$ cat config.mk
export PLATFORM = sky130hd
export DESIGN_NAME = cdb_multilane
export DESIGN_NICKNAME = d
export VERILOG_FILES = /design/src/rtl/cdb_multilane_pkg.sv /design/src/rtl/cdb_multilane_rr_picker.sv /design/src/rtl/cdb_multilane.sv
export SDC_FILE = /design/constraint.sdc
export NUM_CORES = 1
export LEC_CHECK = 0
export BUFFER_PORTS_ARGS = -buffer_cell sky130_fd_sc_hd__buf_2
export CAP_MARGIN = 15
export CORE_MARGIN = 2
export CORE_UTILIZATION = 54
export DETAILED_ROUTE_END_ITERATION = 10
export GPL_TIMING_DRIVEN = 1
export PLACE_DENSITY = 0.88
export SETUP_SLACK_MARGIN = 0.15
export SYNTH_ARGS = -nofsm -noshare
export SYNTH_HDL_FRONTEND = slang
export SYNTH_SLANG_ARGS = --single-unit
$ cat constraint.sdc
create_clock -name clk_i -period 10.2 [get_ports clk_i]
set_input_delay 0.51 -clock clk_i [delete_from_list [all_inputs] [get_ports clk_i]]
set_output_delay 0.51 -clock clk_i [all_outputs]
set_load 0.03 [all_outputs]
$ cat src/rtl/cdb_multilane_pkg.sv
// Shared types and configuration for the multi-lane common data bus.
package cdb_multilane_pkg;

  localparam int unsigned CDB_N_LANES = 2;

  typedef struct packed {
    logic [3:0]  rob_idx;
    logic [31:0] value;
  } cdb_data_t;

endpackage

$ cat src/rtl/cdb_multilane_rr_picker.sv
// Round-robin picker over channels 1..N_CH-1, starting at start_i and skipping masked requests.
module cdb_rr_picker #(
  parameter int unsigned N_CH = 4,
  localparam int unsigned PW  = $clog2(N_CH)
) (
  input  logic [N_CH-1:0] req_i,
  input  logic [N_CH-1:0] mask_i,
  input  logic [PW-1:0]   start_i,
  output logic [N_CH-1:0] grant_o,
  output logic [PW-1:0]   idx_o,
  output logic            found_o
);

  int ch;

  always_comb begin
    grant_o = '0;
    idx_o   = '0;
    found_o = 1'b0;
    ch      = 0;
    for (int o = 0; o < int'(N_CH) - 1; o++) begin
      ch = int'(start_i) + o;
      // Channel 0 is never part of the ring, so wrap N_CH-1 -> 1.
      if (ch >= int'(N_CH)) ch = ch - (int'(N_CH) - 1);
      if (!found_o && req_i[ch] && !mask_i[ch]) begin
        found_o     = 1'b1;
        idx_o       = PW'(ch);
        grant_o[ch] = 1'b1;
      end
    end
  end

endmodule

$ cat src/rtl/cdb_multilane.sv
// Multi-lane common data bus: channel 0 has fixed priority, channels 1..N_CH-1 share the
// remaining lanes round-robin; lane outputs are registered.
module cdb_multilane
  import cdb_multilane_pkg::*;
#(
  parameter int unsigned N_CH    = 4,
  parameter int unsigned N_LANES = CDB_N_LANES
) (
  input  logic              clk_i,
  input  logic              rst_i,
  input  logic              flush_i,
  input  logic [N_CH-1:0]   valid_i,
  output logic [N_CH-1:0]   ready_o,
  input  cdb_data_t         data_i [N_CH],
  input  logic              rob_ready_i,
  output logic [N_LANES-1:0] valid_o,
  output cdb_data_t         data_o [N_LANES]
);

  localparam int unsigned PW = $clog2(N_CH);

  logic [N_LANES-1:0] lane_valid_q;
  cdb_data_t          lane_data_q [N_LANES];
  logic [PW-1:0]      rr_ptr_q, rr_ptr_d;

  logic [N_CH-1:0] pick_grant [N_LANES];
  logic [PW-1:0]   pick_idx   [N_LANES];
  logic            pick_found [N_LANES];

  // Each picker masks channel 0 plus everything granted by the pickers before it.
  for (genvar l = 0; l < int'(N_LANES); l++) begin : g_pick
    logic [N_CH-1:0] mask;
    logic [N_CH-1:0] grant;
    logic [PW-1:0]   idx;
    logic            found;

    if (l == 0) begin : g_first
      assign mask = N_CH'(1);
    end else begin : g_next
      assign mask = g_pick[l-1].mask | g_pick[l-1].grant;
    end

    cdb_rr_picker #(
      .N_CH (N_CH)
    ) u_picker (
      .req_i   (valid_i),
      .mask_i  (mask),
      .start_i (rr_ptr_q),
      .grant_o (grant),
      .idx_o   (idx),
      .found_o (found)
    );

    assign pick_grant[l] = grant;
    assign pick_idx[l]   = idx;
    assign pick_found[l] = found;
  end

  logic               load, grant_en, ch0_win, last_found;
  logic [N_LANES-1:0] lane_hit;
  logic [PW-1:0]      lane_src [N_LANES];
  logic [PW-1:0]      last_idx;
  int                 p;

  always_comb begin
    load       = !(|lane_valid_q) || rob_ready_i;
    grant_en   = load && !flush_i;
    ch0_win    = grant_en && valid_i[0];
    ready_o    = '0;
    lane_hit   = '0;
    last_found = 1'b0;
    last_idx   = '0;
    p          = 0;
    for (int l = 0; l < int'(N_LANES); l++) lane_src[l] = '0;
    ready_o[0] = ch0_win;
    for (int l = 0; l < int'(N_LANES); l++) begin
      if (ch0_win && l == 0) begin
        lane_hit[0] = 1'b1;
      end else begin
        // With channel 0 on lane 0, picker k feeds lane k+1.
        p = ch0_win ? l - 1 : l;
        if (grant_en && pick_found[p]) begin
          lane_hit[l] = 1'b1;
          lane_src[l] = pick_idx[p];
          ready_o     = ready_o | pick_grant[p];
          last_found  = 1'b1;
          last_idx    = pick_idx[p];
        end
      end
    end
    rr_ptr_d = rr_ptr_q;
    if (last_found) rr_ptr_d = (last_idx == PW'(N_CH - 1)) ? PW'(1) : last_idx + PW'(1);
  end

  always_ff @(posedge clk_i or posedge rst_i) begin
    if (rst_i) begin
      lane_valid_q <= '0;
      rr_ptr_q     <= PW'(1);
      for (int l = 0; l < int'(N_LANES); l++) lane_data_q[l] <= '0;
    end else begin
      rr_ptr_q <= rr_ptr_d;
      if (flush_i) begin
        lane_valid_q <= '0;
      end else if (load) begin
        lane_valid_q <= lane_hit;
        for (int l = 0; l < int'(N_LANES); l++) begin
          if (lane_hit[l]) lane_data_q[l] <= data_i[lane_src[l]];
        end
      end
    end
  end

  assign valid_o = lane_valid_q;
  assign data_o  = lane_data_q;

endmodule

Yosys cells after proc, flatten, opt, wreduce, memory -nomap -nowiden
Index checks and enable logic that the tools add are counted.

Order comparisons: 13. Bitwise logic cells: 11. Muxes and demuxes: 95. Eq/ne operators: 1. Reductions and logical operators: 34. Add/subtract/negate cells: 6.

Operators with widths (count): 36-bit binary-select mux with 2-bit select (2); 36-bit 2-to-1 mux (4); 32-bit 2-to-1 mux (4); 32-bit by 1-bit greater-or-equal comparator with 1-bit output, second input constant (3); 32-bit by 4-bit < comparator with 1-bit output, second input constant (3); 32-bit by 2-bit greater-or-equal comparator with 1-bit output, second input constant (2); 32-bit by 4-bit greater-or-equal comparator with 1-bit output, second input constant (2); 32-bit by 3-bit subtractor with 32-bit output, second input constant (2); 4-bit 2-to-1 mux (15); 1-bit 2-to-1 mux (39); 2-bit 2-to-1 mux (19); 1-bit NOT with 32-bit output (1); 32-bit NOT (1); 4-bit OR (5); 1-bit binary-select mux with 2-bit select (9); 1-bit logical AND (17); 1-bit zero test (12); 1-bit demux with 2-bit select (3); 3-bit greater-or-equal comparator, second input constant (2); 2-bit NOT with 3-bit output (2); 3-bit AND reduction (2); 1-bit by 4-bit OR with 4-bit output (1); 2-bit by 1-bit adder with 3-bit output, second input constant (1); 2-bit by 2-bit adder with 3-bit output, second input constant (1); 8 further kinds (8).

Input bits: 152. Flip-flop bits (word level): 76. Output and inout port bits: 78.

Longest topological paths before layout
Gate-level depths: netlist (run 1).

Word-level depth: 40. Mapped depth: 16.

By module
Synthesis (run 1) repeated with hierarchy kept, for this count alone.

Cells, all modules: 626. Area, all modules: 5988.2 µm².

By module, submodules not included: cdb_multilane (area an instance 4997.3 µm², sequential area each 1903.1 µm², cells an instance 500, instances 1); cdb_rr_picker (g_pick[1].u_picker) (area an instance 566.8 µm², sequential area each 0.0 µm², cells an instance 67, instances 1); cdb_rr_picker (g_pick[0].u_picker) (area an instance 424.2 µm², sequential area each 0.0 µm², cells an instance 59, instances 1).

Worst setup path after synthesis (run 1)
No wires, ideal clock.

Path kind: register -> output. Start point: register rr_ptr_q[0]. End point: output ready_o[2]. Arrival time: 3183 ps. Required time: 9690 ps. Cell stages (with the launch flop): 13. Path slack: 6507 ps. Path through: dfstp_2 -> buf_2 -> inv_1 -> ha_1 -> clkbuf_1 -> or2_1 -> o22a_2 -> a311oi_1 -> a221o_1 -> o41a_1 -> buf_2 -> nand2_1 -> o22ai_1.

Longest elaborated chain between the ends: 38.

RTL lines: start, declared (RTL line cdb_multilane.sv:24) `logic [PW-1:0] rr_ptr_q, rr_ptr_d;`; start signal, assigned (RTL line cdb_multilane.sv:101) `rr_ptr_q <= rr_ptr_d;`; parallel branches: the longest is 37 deep, another holds 32-bit by 3-bit subtractor with 32-bit output; 4-bit 2-to-1 mux (*) (RTL line cdb_multilane.sv:82) `if (grant_en && pick_found[p]) begin`; end, declared (RTL line cdb_multilane.sv:13) `output logic [N_CH-1:0] ready_o,`.

Every way passes the cells marked *. The select of a mux whose other input is x is not followed.

Worst setup path in the final report (run 1)
Ends and elaborated chain as after synthesis.

==> flow_metrics.tcl, run 1 <==
set metrics [dict create \
    die_y_um 106.8 \
    die_area_mm2 0.01140 \
    root_buffer "clkbuf_8" \
    port_buffers 229 \
    grt_pass1_vias 5826 \
    synth_top_area_share_pct 32.92 \
    synthCells 660 \
    diodes 0 \
    ff2ff_path_depth 10 \
    numCtsBuffers 9 \
    critical-path-max-stage-delay_ps 860 \
    cts_resized 0 \
    crit_slowest_cell "o41a_2" \
    nets 1012 \
    cp_cell_sequence "inv_1, ha_1, nand2_1, o21ai_1, a21oi_1, nand3b_1, o41a_2, nand2_1, o22ai_1, buf_2" \
    fill_cells 880 \
    cts_tree "yes" \
    fin_crit_ps 4812 \
    max_freq_mhz 207.8 \
    ys_top_cells_by_area "dfrtp_1 33%, mux2i_1 9.5%, nand2_1 5.1%" \
    path_max_fanout 41 \
    synth_seq_cells 76 \
    hold_class "in -> reg" \
    gr-total-overflow 0 \
    path_class "reg -> out" \
    clk_latency_ps 350 \
    layout_commonest_cell "buf_2" \
    drv_cap 0 \
    drt_wl_total_um 18850 \
    dp_hpwl_um 13620 \
    grt_pass1_wl_um 29450 \
    reg2reg_to "data_o[28]$_DFFE_PP0P_" \
    antenna_found_initial 0 \
    via_per_inst 6.148 \
    multi_input_area_mm2 0.003426 \
    die_w_um 106.8 \
    syn_nets 820 \
    clockBufferDepth 2 \
    fin_tns_setup_ps 0 \
    setup_viol 0 \
    synth_top_area_cell "dfrtp_1" \
    rsz0062_at_grt "false" \
    path_clk_slew_ps 90 \
    cts_max_level 3 \
    grtUsageMet3_pct 5.532 \
    final.setup.worst_slack_ps 5388 \
    min-delay-start "data_i[18]" \
    crit_arrival_ps 4300 \
    power_density_mw_per_mm2 356.8 \
    whs_path_depth 2 \
    power.total_uw 2519 \
    post-cts-setup-buffers 0 \
    setup.worst_path.end_class "output pin" \
    status "finished clean" \
    clock_skew_ps 15.12 \
    syn-mean-instance-area_um2 8.639 \
    place_ws_ps 5644 \
    top_usage_layer "met2" \
    wl_per_cell_um 18.98 \
    synth_seq_area_share_pct 33.38 \
    coreArea_mm2 0.01028 \
    startpoint_type "flop" \
    reg2reg_slack_ps 5500 \
    slew_violations 0 \
    routabilityCongestion 0.9608 \
    cpMostUsedCell "nand2_1" \
    ys_warn_count 0 \
    via_count 6105 \
    gr-usage-met1_pct 41.59 \
    synth_area_mm2 0.005702 \
    hold_viol_final 0 \
    io_pins 230 \
    grt_max_degree 77 \
    globalRouteMet2Util_pct 55.23 \
    ys.flop_type "dfrtp_1" \
    drc 0 \
    synth_edf_count 0 \
    layout-drive-gt1-share_pct 32.67 \
    grt_use_total_pct 32.73 \
    hold_path_end "data_o[18]$_DFFE_PP0P_" \
    start_util_pct 55.48 \
    final_cell_mix "229 x buf_2, 78 x nand2_1, 75 x dfrtp_1" \
    worstPathRequired_ps 9690 \
    leakage_uw 0.003450 \
    slew_headroom_pct 25.64 \
    r2r_start "rr_ptr_q[0]$_DFFE_PP1P_" \
    worst_pin_slew_ps 1111 \
    core.rowCount 37 \
    cts_hold_buf 0 \
    drt_iter0_drc 359 \
    area_growth_pct 23.79 \
    seq_area_mm2 0.001903 \
    ant_nets 0 \
    finalCritPeriodShare_pct 47.17 \
    synthDistinctLibCells 62 \
    synthArstFlopShare_pct 100.0 \
    first_pass_iters 5 \
    irDropWorstVdd_v 0.0002341 \
    clkSinkCount 76 \
]
metal layers:
| layer | share of wire, % | up-vias |
|---|---|---|
| met5 | 0 | - |
| met4 | 3.3 | 0 |
| met3 | 9.3 | 52 |
| met2 | 49 | 370 |
| met1 | 39 | 2875 |
| li1 | - | 2808 |
through the flow:
stage	hold WS (ps)	utilization [%]	std cells	instance area, um2
global placement	454.7	66.57	977	6842
floorplan	656.4	-	660	5702
CTS	409.9	68.68	993	7058
global route	414.2	68.68	993	7058
detailed placement	459.7	66.57	977	6842
finish	421.2	68.68	993	7058
critical path: cells and delay by family, from the launching register on:
kind / cells / cell delay (ps)
AOI/OAI and AO/OA: 4 / 1460
adders and majority gates: 1 / 640
buffers and inverters: 2 / 350
DFF: 1 / 660
and+or+nand+nor: 3 / 830
cells in the mapped netlist, types with 6 or more instances:
master    number
o21ai_0        6
o21a_1        14
nor2b_1       39
buf_2         25
clkbuf_1      21
inv_1         36
nor2_1        34
nand2_1       78
a22oi_2        6
a22oi_1        6
a21oi_1       35
o211a_1       24
mux2i_1       54
o22ai_1       38
dfrtp_1       75
o31ai_1       38
ha_1           8
a211oi_1      37
kinds of logic (layout without fill, tap and decap cells):
logic type               count (synthesis)  after routing  synth area share (%)
multiplexers                            58             58                 10.56
buffers and inverters                   92            289                 7.110
adder cells (fa/ha/maj)                  8              8                 1.756
flip-flops                              76             76                 33.38
AO/OA/AOI/OAI                          235            235                 30.72
AND/OR/NAND/NOR                        191            191                 16.48
state kept, by name, summed over array words and instances, names as in the netlist:
| name | flops |
|---|---|
| data_o | 72 |
| rr_ptr_q | 2 |
| valid_o | 2 |
power by group:
group          internal (uW)  switching, uW  total [uW]
Sequential               458           93.9         552
Combinational            614           1090        1710
Clock                    139            118         257
Total                   1210           1310        2520
worst max-delay path by stage:
stage	from	end	slack [ps]
finish	rr_ptr_q[0]$_DFFE_PP1P_	ready_o[2]	5390
CTS	rr_ptr_q[0]$_DFFE_PP1P_	ready_o[2]	5480
global placement	rr_ptr_q[0]$_DFFE_PP1P_	data_o[1]$_DFFE_PP0P_	5750
global route	rr_ptr_q[0]$_DFFE_PP1P_	ready_o[2]	5160
detailed placement	rr_ptr_q[0]$_DFFE_PP1P_	data_o[6]$_DFFE_PP0P_	5640
floorplan	rr_ptr_q[0]$_DFFE_PP1P_	ready_o[2]	6510
layout make-up:
class,count,area share [%]
Timing Repair Buffer,237,17.09
Clock buffer,11,1.861
Clock inverter,5,1.205
Sequential cell,76,26.96
Multi-Input combinational cell,492,48.54
Inverter,36,1.932
Tap cell,136,2.411
Note: power is estimated with default switching activity, not from simulation.
==> inputs of run 2 (changes only) <==
Settings changed: CORE_UTILIZATION 54 to 45, PLACE_DENSITY 0.88 to 0.78.
Clock period 10.2 ns to 4.06 ns, I/O delays scaled along.
==> run 2 against run 1 <==
  * Setup slack got worse by 5100 ps
  * Total power increased to 2.7 times the previous value
  * Sequential share of layout area decreased by 1.6 points
  * Flip-flop and latch count stayed put
  * Wire length increased by 7.3%
  * First-iteration DRC count increased by 73%
  * Die area is 19% higher
  * Critical path type unchanged
  * Largest cell class unchanged
  * Highest routed layer is now met5
==> flow_metrics.tcl, run 2 (synthesized netlist as in run 1, its figures left out) <==
set metrics [dict create \
    status "finished clean" \
    worstPathRequired_ps 3860 \
    drv_cap 0 \
    seq_area_mm2 0.001904 \
    startpoint_type "flop" \
    critical-path-max-stage-delay_ps 640 \
    clock_skew_ps 9.768 \
    rsz0062_at_grt "true" \
    coreArea_mm2 0.01252 \
    numCtsBuffers 9 \
    power.total_uw 6831 \
    first_pass_iters 6 \
    core.rowCount 41 \
    fin_tns_setup_ps 0 \
    worst_pin_slew_ps 938.6 \
    cp_cell_sequence "clkinvlp_4, ha_1, nand2b_1, o22ai_4, o21ai_0, a221o_1, o41a_2, buf_4, nand2_1, o22ai_1, buf_2" \
    grt_max_degree 51 \
    drc 0 \
    setup_viol 0 \
    grt_pass1_vias 5892 \
    layout_commonest_cell "buf_2" \
    cts_hold_buf 0 \
    via_count 6219 \
    routabilityCongestion 0.9922 \
    r2r_start "rr_ptr_q[0]$_DFFE_PP1P_" \
    final_cell_mix "229 x buf_2, 78 x nand2_1, 74 x dfrtp_1" \
    via_per_inst 5.889 \
    whs_ps 48.74 \
    crit_arrival_ps 3570 \
    nets 1039 \
    largest_register_ffs 72 \
    ant_nets 0 \
    area_growth_pct 31.56 \
    hold_viol_final 0 \
    crit_slowest_cell "dfstp_2" \
    critPathTopFamily "compound AO/OA/AOI/OAI gates" \
    slew_violations 0 \
    cp_num_cells 11 \
    clk_latency_ps 330 \
    drt_iter0_drc 621 \
    cts_tree "yes" \
    die_y_um 116.6 \
    start_util_pct 45.55 \
    hold_class "in -> async" \
    clkSinkCount 76 \
    worst-path-buf-inv 3 \
    die_area_mm2 0.01359 \
    root_buffer "clkbuf_16" \
    ff2ff_path_depth 12 \
    path_max_fanout 11 \
    max_freq_mhz 265.1 \
    clockBufferDepth 2 \
    cp-startpoint "rr_ptr_q[0]$_DFFE_PP1P_" \
    fill_cells 1185 \
    diodes 0 \
    cts_max_level 3 \
    io_pins 230 \
    setup.worst_path.end_class "output pin" \
    port_buffers 229 \
    grt_pass1_wl_um 30930 \
    gr-total-overflow 0 \
    slew_headroom_pct 37.35 \
    finalCritPeriodShare_pct 92.91 \
    fin_crit_ps 3772 \
    drt_wl_total_um 20220 \
    die_w_um 116.6 \
    grt_use_total_pct 29.22 \
    multi_input_area_mm2 0.003472 \
    layout-drive-gt1-share_pct 35.52 \
    path_class "reg -> out" \
    power_density_mw_per_mm2 910.7 \
    dp_hpwl_um 14270 \
    antenna_found_initial 1 \
    wl_per_cell_um 19.15 \
    path_clk_slew_ps 60 \
    irDropWorstVdd_v 0.0006816 \
    leakage_uw 0.003633 \
]
[run 2: changes by cell type in the layout (fill, tap and decap cells not counted), sizes merged]
cell	before	now
buf	237	264
inv	36	34
clkbuf	11	13
bufinv	2	0
clkinv	2	4
[run 2: report_power, final]
group | leakage, uW | total, uW | internal [uW] | switching [uW]
combinational | 0.00262 | 4690 | 1810 | 2880
clock | 0.000134 | 753 | 433 | 320
sequential | 0.000884 | 1390 | 1160 | 232
total | 0.00363 | 6830 | 3400 | 3430
[run 2: path summary, 6_finish.rpt]
| path | to | slack, ps |
|---|---|---|
| min in group clk_i | data_o[28]$_DFFE_PP0P_ | 130 |
| hold reg to reg | data_o[61]$_DFFE_PP0P_ | 470 |
| hold / removal | data_o[53]$_DFFE_PP0P_ | 50 |
| max in group asynchronous | data_o[8]$_DFFE_PP0P_ | 3100 |
| setup reg to reg | data_o[13]$_DFFE_PP0P_ | 420 |
| setup / recovery | ready_o[2] | 290 |
[run 2: what timing repair did]
item | CTS | global route
pin swaps | 0 | 3
buffers inserted | 0 | 10
resized for setup | 3 | 8
setup endpoints to repair | 3 | 22
[run 2: per-stage QoR]
step / worst slack, ps / std cells / utilization [%] / area [um2]
2_1_floorplan: 673.8 / 660 / - / 5702
3_3_place_gp: 294.1 / 1030 / 56.70 / 7097
3_5_place_dp: 221.8 / 1030 / 56.70 / 7097
4_1_cts: 197.0 / 1046 / 58.94 / 7377
5_1_grt: 76.91 / 1056 / 59.93 / 7501
6_report: 287.9 / 1056 / 59.93 / 7501
[run 2: final cells by class]
cell class / count / share of cell area, %
clock buffer: 13 / 3.336
clock inverter: 3 / 0.3003
inverter: 36 / 1.868
multi-input combinational: 492 / 46.29
sequential: 76 / 25.39
tap: 172 / 2.869
timing repair buffer: 264 / 19.95
[run 2: layer usage]
| layer | vias to the layer above | part of all wire (%) | routed length (um) | track usage [%] |
|---|---|---|---|---|
| met2 | 362 | 49 | 9872 | 47.64 |
| met3 | 38 | 9.1 | 1843 | 6.124 |
| met5 | - | 0.054 | 11 | 0 |
| met1 | 2950 | 40 | 8042 | 38.99 |
| met4 | 2 | 2.2 | 451 | 9.569 |
| li1 | 2867 | - | - | - |
